### src/rtl/cache_refill_ctrl.sv
// Miss/refill and writeback controller between a 4-way set-associative cache
// and backing memory.
//
// A held miss level becomes one line read on a valid/ready memory port.
// The returned line comes back to the cache with a one-cycle response pulse.
// The victim line evicted on that refill is parked in a 1-entry writeback
// buffer and written to memory before any further read is issued.
//
// Ports
//   clk, rst            clock, asynchronous active-high reset
//   i_cache_miss        miss level, held until the response is taken
//   i_tag, i_index      address of the missing access
//   i_evict             victim flag, sampled the cycle after the response
//   i_evict_addr/data   victim line address and data
//   o_memory_line       refill line, valid while o_memory_response is high
//   o_memory_response   one-cycle refill pulse
//   o_mem_req/we/addr/wdata  registered memory request (we=1 writeback)
//   i_mem_ready         request accepted when o_mem_req && i_mem_ready
//   i_mem_rvalid/rdata  read data return
//   o_busy              high whenever the controller is not idle
//   o_timeout           sticky read-timeout flag, cleared only by rst
module cache_refill_ctrl #(
  parameter int unsigned TAG_BITS        = 18,
  parameter int unsigned INDEX_BITS      = 8,
  parameter int unsigned OFFSET_BITS     = 6,
  parameter int unsigned ADDRESS_WIDTH   = 32,
  parameter int unsigned LINE_SIZE_BYTES = 4,
  parameter int unsigned TIMEOUT_CYCLES  = 255
) (
  input  logic                           clk,
  input  logic                           rst,
  input  logic                           i_cache_miss,
  input  logic [TAG_BITS-1:0]            i_tag,
  input  logic [INDEX_BITS-1:0]          i_index,
  input  logic                           i_evict,
  input  logic [ADDRESS_WIDTH-1:0]       i_evict_addr,
  input  logic [8*LINE_SIZE_BYTES-1:0]   i_evict_data,
  output logic [8*LINE_SIZE_BYTES-1:0]   o_memory_line,
  output logic                           o_memory_response,
  output logic                           o_mem_req,
  output logic                           o_mem_we,
  output logic [ADDRESS_WIDTH-1:0]       o_mem_addr,
  output logic [8*LINE_SIZE_BYTES-1:0]   o_mem_wdata,
  input  logic                           i_mem_ready,
  input  logic                           i_mem_rvalid,
  input  logic [8*LINE_SIZE_BYTES-1:0]   i_mem_rdata,
  output logic                           o_busy,
  output logic                           o_timeout
);

  localparam int unsigned LINE_BITS = 8 * LINE_SIZE_BYTES;
  localparam int unsigned CNT_BITS  = $clog2(TIMEOUT_CYCLES);

  // Clears the offset field of a victim address to make it line aligned.
  localparam logic [ADDRESS_WIDTH-1:0] LINE_MASK =
    ~ADDRESS_WIDTH'((64'd1 << OFFSET_BITS) - 64'd1);

  localparam logic [2:0] S_IDLE    = 3'd0;
  localparam logic [2:0] S_WB_REQ  = 3'd1;
  localparam logic [2:0] S_RD_REQ  = 3'd2;
  localparam logic [2:0] S_RD_WAIT = 3'd3;
  localparam logic [2:0] S_RESP    = 3'd4;
  localparam logic [2:0] S_EVCAP   = 3'd5;

  logic [2:0]               state_q, state_d;
  logic [ADDRESS_WIDTH-1:0] miss_addr_q, miss_addr_d;
  logic                     wb_valid_q, wb_valid_d;
  logic [ADDRESS_WIDTH-1:0] wb_addr_q, wb_addr_d;
  logic [LINE_BITS-1:0]     wb_data_q, wb_data_d;
  logic [CNT_BITS-1:0]      cnt_q, cnt_d;

  logic [LINE_BITS-1:0]     line_d;
  logic                     resp_d;
  logic                     req_d;
  logic                     we_d;
  logic [ADDRESS_WIDTH-1:0] addr_d;
  logic [LINE_BITS-1:0]     wdata_d;
  logic                     busy_d;
  logic                     tmo_d;

  // State register.
  always_ff @(posedge clk or posedge rst) begin
    if (rst) state_q <= S_IDLE;
    else     state_q <= state_d;
  end

  // Next state, datapath updates and next values of the registered outputs.
  always_comb begin
    state_d     = state_q;
    miss_addr_d = miss_addr_q;
    wb_valid_d  = wb_valid_q;
    wb_addr_d   = wb_addr_q;
    wb_data_d   = wb_data_q;
    cnt_d       = cnt_q;
    line_d      = o_memory_line;
    tmo_d       = o_timeout;
    resp_d      = 1'b0;
    req_d       = 1'b0;
    we_d        = 1'b0;
    busy_d      = 1'b0;
    addr_d      = o_mem_addr;
    wdata_d     = o_mem_wdata;

    case (state_q)
      S_IDLE: begin
        // A parked victim must reach memory before the next read goes out.
        if (wb_valid_q) begin
          state_d = S_WB_REQ;
        end else if (i_cache_miss) begin
          state_d     = S_RD_REQ;
          miss_addr_d = ADDRESS_WIDTH'({i_tag, i_index, {OFFSET_BITS{1'b0}}});
        end
      end
      S_WB_REQ: begin
        if (i_mem_ready) begin
          wb_valid_d = 1'b0;
          state_d    = S_IDLE;
        end
      end
      S_RD_REQ: begin
        if (i_mem_ready) begin
          cnt_d   = '0;
          state_d = S_RD_WAIT;
        end
      end
      S_RD_WAIT: begin
        // Returned data wins over a timeout in the same cycle.
        if (i_mem_rvalid) begin
          line_d  = i_mem_rdata;
          state_d = S_RESP;
        end else if (cnt_q == CNT_BITS'(TIMEOUT_CYCLES - 1)) begin
          tmo_d   = 1'b1;
          state_d = S_RD_REQ;
        end else begin
          cnt_d = cnt_q + CNT_BITS'(1);
        end
      end
      S_RESP: begin
        state_d = S_EVCAP;
      end
      S_EVCAP: begin
        // The miss level is still dropping here, so only the victim is looked at.
        if (i_evict) begin
          wb_valid_d = 1'b1;
          wb_addr_d  = i_evict_addr & LINE_MASK;
          wb_data_d  = i_evict_data;
        end
        state_d = S_IDLE;
      end
      default: begin
        state_d = S_IDLE;
      end
    endcase

    // Outputs are registered from the next state so they line up with it.
    resp_d = (state_d == S_RESP);
    busy_d = (state_d != S_IDLE);
    req_d  = (state_d == S_WB_REQ) || (state_d == S_RD_REQ);
    we_d   = (state_d == S_WB_REQ);
    if (state_d == S_WB_REQ) begin
      addr_d  = wb_addr_d;
      wdata_d = wb_data_d;
    end else if (state_d == S_RD_REQ) begin
      addr_d = miss_addr_d;
    end
  end

  // Datapath and output registers.
  always_ff @(posedge clk or posedge rst) begin
    if (rst) begin
      miss_addr_q       <= '0;
      wb_valid_q        <= 1'b0;
      wb_addr_q         <= '0;
      wb_data_q         <= '0;
      cnt_q             <= '0;
      o_memory_line     <= '0;
      o_memory_response <= 1'b0;
      o_mem_req         <= 1'b0;
      o_mem_we          <= 1'b0;
      o_mem_addr        <= '0;
      o_mem_wdata       <= '0;
      o_busy            <= 1'b0;
      o_timeout         <= 1'b0;
    end else begin
      miss_addr_q       <= miss_addr_d;
      wb_valid_q        <= wb_valid_d;
      wb_addr_q         <= wb_addr_d;
      wb_data_q         <= wb_data_d;
      cnt_q             <= cnt_d;
      o_memory_line     <= line_d;
      o_memory_response <= resp_d;
      o_mem_req         <= req_d;
      o_mem_we          <= we_d;
      o_mem_addr        <= addr_d;
      o_mem_wdata       <= wdata_d;
      o_busy            <= busy_d;
      o_timeout         <= tmo_d;
    end
  end

endmodule

### config.mk
export PLATFORM = sky130hd
export DESIGN_NAME = cache_refill_ctrl
export DESIGN_NICKNAME = d
export VERILOG_FILES = /design/src/rtl/cache_refill_ctrl.sv
export SDC_FILE = /design/constraint.sdc
export NUM_CORES = 1
export LEC_CHECK = 0
export ABC_CLOCK_PERIOD_IN_PS = 6900
export BUFFER_PORTS_ARGS = -buffer_cell sky130_fd_sc_hd__buf_2
export CAP_MARGIN = 20
export CORE_MARGIN = 1.5
export CORE_UTILIZATION = 53
export CTS_CLUSTER_SIZE = 25
export DETAILED_ROUTE_END_ITERATION = 7
export PLACE_DENSITY = 0.84
export SYNTH_ARGS = -nofsm -noshare
export SYNTH_HDL_FRONTEND = slang
export SYNTH_SLANG_ARGS = --single-unit
export TNS_END_PERCENT = 30
### constraint.sdc
create_clock -name clk -period 6.9 [get_ports clk]
set_input_delay 0.345 -clock clk [delete_from_list [all_inputs] [get_ports clk]]
set_output_delay 0.345 -clock clk [all_outputs]
set_load 0.01 [all_outputs]
==> results of run 1 <==
[worst max path at each step]
stage	start	endpoint	cells after the start
2_1_floorplan	rst	cnt_q[0]$_DFFE_PP0P_	1
3_3_place_gp	state_q[0]$_DFF_PP0_	o_mem_addr[11]$_DFFE_PP0P_	8
3_5_place_dp	state_q[0]$_DFF_PP0_	o_mem_addr[8]$_DFFE_PP0P_	8
4_1_cts	state_q[0]$_DFF_PP0_	o_mem_addr[8]$_DFFE_PP0P_	8
5_1_grt	state_q[1]$_DFF_PP0_	o_mem_addr[11]$_DFFE_PP0P_	8
6_report	state_q[0]$_DFF_PP0_	o_mem_addr[8]$_DFFE_PP0P_	8
[cells in the final DEF, fill, tap and decap left out, types with 3 or more instances in the layout]
cell and count:
buf_4 8, nand2_1 109, nor2_1 13, or2_1 7, dfrtp_1 209, and2_1 13
nand4_1 5, clkbuf_16 23, a41oi_1 6, a41o_1 26, xor2_1 6, inv_1 5
a21oi_1 10, clkinv_2 4, or3_1 27, mux2_2 113, nor2b_1 3, or2_0 11
a21boi_0 25, buf_2 222, or2_2 8, o21ai_0 8, clkbuf_8 8
[sequential cells by signal, summed over array words and instances, names as in the netlist, 3 cells and up]
name and count:
miss_addr_q 32, o_mem_addr 32, o_mem_wdata 32, o_memory_line 32, wb_addr_q 32, wb_data_q 32
cnt_q 8, state_q 3
[per-stage QoR]
stage          hold slack (ns)  std cells  util [%]
2_1_floorplan            0.444        679         -
3_3_place_gp             0.454       1079      62.0
3_5_place_dp             0.458       1079      62.0
4_1_cts                 0.0327       1118      66.9
5_1_grt                 0.0453       1118      66.9
6_report                0.0212       1118      66.9
[metal layers]
metal	track usage (%)	vias up
met5	0	-
met4	6.27	2
met3	6.31	27
met2	36.4	222
met1	29.5	2903
li1	-	2764
[cell type report]
type / count / area, sq um / area share [%]
inverters: 6 / 30.0 / 0.284
flip-flops and latches: 209 / 5230 / 49.4
clock inverters: 6 / 80.1 / 0.756
multi-input cells: 418 / 3120 / 29.4
repair buffers: 230 / 1170 / 11.1
well taps: 216 / 270 / 2.55
clock buffers: 33 / 693 / 6.54
[logic make-up (layout without fill, tap and decap cells)]
| kind of cell | after synthesis | in the layout | synth area share (%) |
|---|---|---|---|
| AOI/OAI and AO/OA | 83 | 83 | 7.62 |
| muxes | 118 | 118 | 15.5 |
| adders and majority gates | 2 | 2 | 0.291 |
| DFF | 209 | 209 | 60.9 |
| and+or+nand+nor | 208 | 208 | 11.8 |
| buffers and inverters | 52 | 275 | 3.10 |
| xor gates and xnor gates | 7 | 7 | 0.714 |
[where the power goes]
group	internal, mW	switching (mW)
Sequential	1.77	0.226
Clock	0.766	0.457
Combinational	1.04	1.23
Total	3.57	1.91
[critical path, stage by stage, from the launching register on]
cell and delay [ns]:
dfrtp_1 0.51, or3_1 0.44, a21oi_2 0.20, and2_1 0.21, buf_4 0.37, xnor2_2 0.15
buf_4 0.49, a21boi_0 0.21, a41o_1 0.24
==> metrics.cfg, run 1 <==
[outcome]
status=complete, no violations

[routing]
wire_per_inst_um=17.0
via_count=5918
routed_wl_um=19000
drc=0
drtPass1Iterations=4
routed.top_layer=met5
ant_nets=0
route.met3.wl_um=1640
wl_met1_um=7920
vias_per_cell=5.29
wl_met2_um=9070
drtIter0Drc=223

[sta]
rsz0062_at_grt=no
relSlewSlack_pct=34.2
finalSetupViolations=0
period_needed_ns=2.98
max_freq_ghz=0.335
tightest_slew_ns=0.987
hold_viol_final=0
drv_slew=0
min_period_over_period_pct=43.2
skew_ns=0.00566
final.setup.worst_slack_ns=3.92
tns_ns=0

[clock_network]
post_cts_resized=0
cts_tree=done
path_clk_slew_ns=0.06
post-cts-setup-buffers=0
clock-root-buffer=clkbuf_16
cts_inserted_buffers=22
clock_path_buffers=3
clk_latency_ns=0.49
holdBufCountCts=0
cts_sinks=209
h-tree-depth=1

[finish]
final_cell_area_sq_um=10600
n_fill_cell=1157
drive_gt1_share_pct=44.0
antennaDiodeCount=0
nets=1017
synthToLayoutAreaGrowth_pct=23.4

[yosys]
synth-edff-count=0
yosysMostFrequentCell=dfrtp_1
synthDistinctLibCells=43
async_flop_share_pct=100
yosysSeqAreaShare_pct=60.9
syn_area_sq_um=8590
synth_nets=809
yosys_warnings=0
yosysTopAreaCellShare_pct=60.9
synth_flop_cell=dfrtp_1
syn-instance-count=679
yosys-top-cells-count=dfrtp_1 (209), mux2_2 (113), nand2_1 (109), or3_1 (27), a41o_1 (26)
synth_top_area_cell=dfrtp_1
synth-seq-cells=209
synth_area_leaders=dfrtp_1 (61%), mux2_2 (15%), nand2_1 (4.8%)
syn_area_per_cell_sq_um=12.6

[placement]
io_buffers=222
placed_area_sq_um=9820
pre_cts_slack_ns=3.92
dp_hpwl_um=11900
place.gp.congestion=0.773

[setup_path]
reg2regPathDepth=8
critPathRequiredTime_ns=7.28
reg2reg_to=o_mem_addr[8]$_DFFE_PP0P_
end_kind=flop
critPathMaxFanout=65
cp-start-kind=flop
crit_arrival_ns=3.36
r2r_slack_ns=3.92
reg2reg_from=state_q[0]$_DFF_PP0_
critPathKind=reg -> reg

[global_routing]
grt_pass1_vias=6097
overflow=0
grt.total_usage_pct=22.4
grt_pass1_wl_um=30300
grt_max_degree=132
antenna_found_initial=1

[floorplanning]
core_area_sq_um=15800
floorplan.io_pins=229
start_util_pct=54.2
dieHeight_um=130
die_area_sq_um=17000
die_w_um=130
fp-row-count=46

[power_and_ir_drop]
p_leak_nw=5.48
power_density_nw_per_um2=518
peakVddDrop_v=0.000311
p_total_mw=5.48

[flow_run]
drv_cap=0

[min_path]
hold_path.class=in -> async

No activity file was read; power rests on OpenSTA's default activity.
==> inputs of run 2 (changes only) <==
--- a/config.mk
+++ b/config.mk
@@ -5,14 +5,15 @@
 export SDC_FILE = /design/constraint.sdc
 export NUM_CORES = 1
 export LEC_CHECK = 0
-export ABC_CLOCK_PERIOD_IN_PS = 6900
+export ABC_AREA = 1
+export ABC_CLOCK_PERIOD_IN_PS = 2500
 export BUFFER_PORTS_ARGS = -buffer_cell sky130_fd_sc_hd__buf_2
 export CAP_MARGIN = 20
 export CORE_MARGIN = 1.5
-export CORE_UTILIZATION = 53
+export CORE_UTILIZATION = 48
 export CTS_CLUSTER_SIZE = 25
 export DETAILED_ROUTE_END_ITERATION = 7
-export PLACE_DENSITY = 0.84
+export PLACE_DENSITY = 0.81
 export SYNTH_ARGS = -nofsm -noshare
 export SYNTH_HDL_FRONTEND = slang
 export SYNTH_SLANG_ARGS = --single-unit
==> constraint.sdc (replaced) <==
create_clock -name clk -period 2.5 [get_ports clk]
set_input_delay 0.125 -clock clk [delete_from_list [all_inputs] [get_ports clk]]
set_output_delay 0.125 -clock clk [all_outputs]
set_load 0.01 [all_outputs]
==> run 2 against run 1 <==
- total power rose to 2.7 times the previous value
- design area rose by 13%
- core utilization fell by 0.31 points
- critical path depth rose by 3
- combinational power rose to 2.8 times the previous value
- largest power group unchanged
- synthesized cell count rose by 42%
- final cell count rose by 37%
- register-to-register slack got worse by 3.7 ns
- clock-buffer cell count rose by 4
- critical path type unchanged
- wire length rose by 21%
- critical endpoint is now o_mem_addr[19]$_DFFE_PP0P_
- highest routed layer unchanged
- clock skew rose by 0.0074 ns
- die area rose by 12%
==> metrics.cfg, run 2 <==
[clock_network]
cts_tree=done
cts_sinks=209
path_clk_slew_ns=0.06
post_cts_resized=0
post-cts-setup-buffers=0
clk_latency_ns=0.50
clock-root-buffer=clkbuf_16
cts_inserted_buffers=22
h-tree-depth=1
clock_path_buffers=3

[yosys]
yosys-top-cells-count=nand2_1 (337), dfrtp_1 (209), inv_1 (126), nand3_1 (74), o21ai_0 (58)
yosys_warnings=0
synth_area_leaders=dfrtp_1 (60%), nand2_1 (14%), inv_1 (5.4%)
yosysMostFrequentCell=nand2_1
synth-edff-count=0
syn_area_sq_um=8740
synth_nets=1096
syn-instance-count=966
async_flop_share_pct=100
synth_top_area_cell=dfrtp_1
synth-seq-cells=209
yosysTopAreaCellShare_pct=59.8
yosysSeqAreaShare_pct=59.8
syn_area_per_cell_sq_um=9.05
synthDistinctLibCells=30
synth_flop_cell=dfrtp_1

[setup_path]
crit_path_max_incr_delay_ns=0.42
critPathMaxFanout=33
reg2reg_from=cnt_q[0]$_DFFE_PP0P_
end_kind=flop
crit_slowest_cell=dfrtp_1
crit_arrival_ns=2.62
cp-start-kind=flop
path_cells=inv_1 -> ha_1 -> nand2_1 -> nor2_1 -> nand2_1 -> nand2_1 -> nand3_2 -> nand3_4 -> nand2_2 -> nand3_1 -> nand2_1
worstSetupStartpoint=cnt_q[0]$_DFFE_PP0P_
critPathRequiredTime_ns=2.87
cp_common_cell=nand2_1
critPathKind=reg -> reg

[global_routing]
grt_pass1_vias=7640
grt_pass1_wl_um=36100
overflow=0
antenna_found_initial=1
grt_max_degree=110
grt.total_usage_pct=23.8

[floorplanning]
die_area_sq_um=19000
fp-row-count=49
dieHeight_um=138
die_w_um=138
core_area_sq_um=17900
floorplan.io_pins=229
start_util_pct=48.8

[sta]
relSlewSlack_pct=53.8
rsz0062_at_grt=no
drv_slew=0
finalSetupViolations=0
max_freq_ghz=0.445
period_needed_ns=2.25
hold_viol_final=0
tightest_slew_ns=0.691
fin_hold_ws_ns=0.0387
min_period_over_period_pct=90.0
skew_ns=0.0131
tns_ns=0

[routing]
drc=0
wire_per_inst_um=14.9
vias_per_cell=5.02
drtIter0Drc=534
routed_wl_um=22900
drtPass1Iterations=5
ant_nets=0
via_count=7710

[finish]
antennaDiodeCount=0
nets=1424
final_cell_mix=nand2_1 (337), buf_2 (222), dfrtp_1 (209)
final_common_cell=nand2_1
synthToLayoutAreaGrowth_pct=36.4
drive_gt1_share_pct=24.5
final_cell_area_sq_um=11900

[min_path]
worstHoldStart=i_cache_miss
hold_path.class=in -> reg

[outcome]
status=complete, no violations

[placement]
dp_hpwl_um=12800
place.gp.congestion=0.778
io_buffers=222
placed_area_sq_um=10100

[power_and_ir_drop]
power_density_nw_per_um2=1230
peakVddDrop_v=0.00111
p_leak_nw=6.59

[flow_run]
drv_cap=0

==> run 2: changes by cell type after synthesis, moves of 31 or more <==
cell     change
inv_1      +120
nand3_1     +73
nand4_1     +31
mux2_2      -79
nand2_1    +228
o21ai_0     +50
==> run 2: where the power goes <==
part           total, mW  leakage, nW  internal (mW)  switching (mW)
clock network       3.09        0.330           1.83            1.26
registers           5.34         2.56           4.75           0.587
logic               6.28         3.70           2.20            4.08
==> run 2: per-stage QoR <==
stage / total power [mW] / worst slack (ns) / util, % / instances
floorplan: 9.61 / -0.339 / - / 966
CTS: 14.7 / 0.246 / 66.6 / 1536
finish: 14.7 / 0.251 / 66.6 / 1536
detailed placement: 11.4 / 0.313 / 56.2 / 1381
global route: 15.8 / 0.0568 / 66.6 / 1536
global placement: 11.1 / 0.413 / 56.2 / 1381
==> run 2: layout make-up <==
class | count | area [sq um]
Fill cell | 1333 | 5980
Sequential cell | 209 | 5230
Clock buffer | 37 | 678
Inverter | 135 | 510
Multi-Input combinational cell | 572 | 2770
Tap cell | 229 | 287
Timing Repair Buffer | 354 | 2450
==> run 2: critical path: cells and delay by family (launching register included) <==
family | cells | cell delay (ns)
flip-flops | 1 | 0.42
AND/OR/NAND/NOR | 9 | 1.39
buffers and inverters | 1 | 0.12
adder cells (fa/ha/maj) | 1 | 0.17
==> run 2: logic make-up (layout without fill, tap and decap cells) <==
kind of cell             count (synthesis)  count (layout)  synth area share, %
multiplexers                            34              34                 4.38
adder cells (fa/ha/maj)                  2               2                0.286
XOR/XNOR                                 2               2                0.200
buffers and inverters                  185             526                 8.59
flip-flops                             209             209                 59.8
AO/OA/AOI/OAI                           63              63                 3.72
AND/OR/NAND/NOR                        471             471                 23.0
==> run 2: final timing paths <==
check	end	slack, ns	depth (start not counted)
max in group asynchronous	wb_data_q[1]$_DFF_PP0_	1.63	4
max reg2reg	o_mem_addr[19]$_DFFE_PP0P_	0.25	11
min	state_q[1]$_DFF_PP0_	0.04	3
min reg2reg	wb_addr_q[1]$_DFF_PP0_	0.46	2
max	o_mem_addr[19]$_DFFE_PP0P_	0.25	11
min in group asynchronous	o_mem_addr[4]$_DFFE_PP0P_	0.33	4
==> run 2: layer usage <==
| metal | part of all wire (%) | GRT usage, % |
|---|---|---|
| met3 | 7.7 | 4.86 |
| met1 | 40 | 29.1 |
| met4 | 2.7 | 7.75 |
| met5 | 0.035 | 0 |
| met2 | 50 | 42.1 |
==> run 2: what timing repair did <==
action                                 CTS  global route
setup endpoints to repair                0             0
endpoints found under the hold margin  358             0
hold buffers                           118             0
==> inputs of run 3 (changes only) <==
--- a/config.mk
+++ b/config.mk
@@ -14,6 +14,7 @@
 export CTS_CLUSTER_SIZE = 25
 export DETAILED_ROUTE_END_ITERATION = 7
 export PLACE_DENSITY = 0.81
+export RECOVER_POWER = 50
 export SYNTH_ARGS = -nofsm -noshare
 export SYNTH_HDL_FRONTEND = slang
 export SYNTH_SLANG_ARGS = --single-unit
==> run 3 against run 2 <==
- critical endpoint is now o_mem_addr[20]$_DFFE_PP0P_
- clock power about the same
- the flow now finishes with violations (design-rule violations, max-capacitance violations, max-slew violations)
- largest cell class unchanged
- clock-buffer cell count unchanged
- total power down 0.57%
==> metrics.cfg, run 3 (synthesized netlist as in run 2, its figures left out) <==
[outcome]
status=complete, but fails checks
violations=design-rule violations, max-capacitance violations, max-slew violations

[sta]
min_period_over_period_pct=90.3
fin_hold_ws_ns=0.0398
relSlewSlack_pct=-20.0
rsz0062_at_grt=no
hold_viol_final=0
finalSetupViolations=0
max_freq_ghz=0.443
drv_slew=76
period_needed_ns=2.26
tightest_slew_ns=1.80
skew_ns=0.0146

[floorplanning]
start_util_pct=48.8
die_w_um=138
core_area_sq_um=17900
floorplan.io_pins=229
dieHeight_um=138
fp-row-count=49
die_area_sq_um=19000

[min_path]
hold_depth=3
hold_path.class=in -> reg

[clock_network]
h-tree-depth=1
cts_tree=done
clock-root-buffer=clkbuf_16
cts_sinks=209
clock_path_buffers=3
post_cts_resized=0
post-cts-setup-buffers=0
cts_inserted_buffers=22
clk_latency_ns=0.50
path_clk_slew_ns=0.06

[global_routing]
grt_pass1_wl_um=36100
antenna_found_initial=1
grt_max_degree=110
overflow=0
grt.total_usage_pct=23.8
grt_pass1_vias=7640

[placement]
place.gp.congestion=0.778
io_buffers=222
post-place-cells=1381
dp_hpwl_um=12800

[finish]
final_cell_mix=nand2_1 (337), dfrtp_1 (209), buf_2 (172)
stdcell_count=1536
antennaDiodeCount=0
nets=1424
n_fill_cell=1373
synthToLayoutAreaGrowth_pct=35.3
seq_area_sq_um=5230
final_common_cell=nand2_1
drive_gt1_share_pct=20.6
multiInputGateArea_sq_um=2770

[routing]
via_count=7711
drtPass1Iterations=8
drc=1
drtIter0Drc=536
vias_per_cell=5.02
ant_nets=0
wire_per_inst_um=14.9
routed_wl_um=22900

[setup_path]
end_kind=flop
reg2regPathDepth=11
critPathMaxFanout=33
cp-start-kind=flop
crit_arrival_ns=2.62
critPathRequiredTime_ns=2.86
critPathKind=reg -> reg

[power_and_ir_drop]
peakVddDrop_v=0.00111
power_density_nw_per_um2=1240
p_leak_nw=6.41
p_total_mw=14.6

[flow_run]
drv_cap=1

==> run 3: through the flow <==
stage	worst slack [ns]	setup TNS [ns]	instance area, sq um	util (%)
4_1_cts	0.246	0	11900	66.6
3_3_place_gp	0.413	0	10100	56.2
5_1_grt	0.0568	0	11800	66.1
2_1_floorplan	-0.339	-70.90	8740	-
3_5_place_dp	0.313	0	10100	56.2
6_report	0.241	0	11800	66.1
==> run 3: critical path: stages, from the launching register on <==
cell,delay [ns]
dfrtp_1,0.42
inv_1,0.12
ha_1,0.17
nand2_1,0.06
nor2_1,0.16
nand2_1,0.10
nand2_1,0.13
nand3_2,0.12
nand3_4,0.11
nand2_2,0.42
nand3_1,0.21
nand2_1,0.08
==> run 3: cell type report <==
type / instances / share of cell area, %
clock buffers: 37 / 5.73
flip-flops and latches: 209 / 44.2
repair buffers: 354 / 19.9
well taps: 229 / 2.42
inverters: 135 / 4.29
multi-input cells: 572 / 23.4
==> run 3: worst paths after layout <==
path / from / endpoint / slack, ns
worst min register to register: miss_addr_q[4]$_DFF_PP0_ / miss_addr_q[4]$_DFF_PP0_ / 0.46
worst min-delay path: i_cache_miss / state_q[1]$_DFF_PP0_ / 0.04
max in group asynchronous: rst / o_mem_we$_DFF_PP0_ / 0.52
min in group asynchronous: rst / miss_addr_q[9]$_DFF_PP0_ / 0.67
worst max-delay path: cnt_q[0]$_DFFE_PP0P_ / o_mem_addr[20]$_DFFE_PP0P_ / 0.24
worst max register to register: cnt_q[0]$_DFFE_PP0P_ / o_mem_addr[20]$_DFFE_PP0P_ / 0.24
==> run 3: report_power, final <==
part	total, mW	switching, mW	internal (mW)
Sequential	5.35	0.595	4.75
Clock	3.09	1.26	1.83
Combinational	6.18	4.08	2.11
Total	14.6	5.93	8.69
==> run 3: timing repair <==
action | in CTS | in global routing
endpoints found under the setup margin | 0 | 0
hold buffers | 118 | 0
endpoints found under the hold margin | 358 | 0
==> run 3: metal layers <==
metal | vias to the layer above | global-route usage [%] | part of all wire, %
met1 | 3671 | 29.1 | 41
met3 | 61 | 4.86 | 7.4
li1 | 3658 | - | -
met4 | 2 | 7.75 | 2.7
met5 | - | 0 | 0.035
met2 | 319 | 42.1 | 49
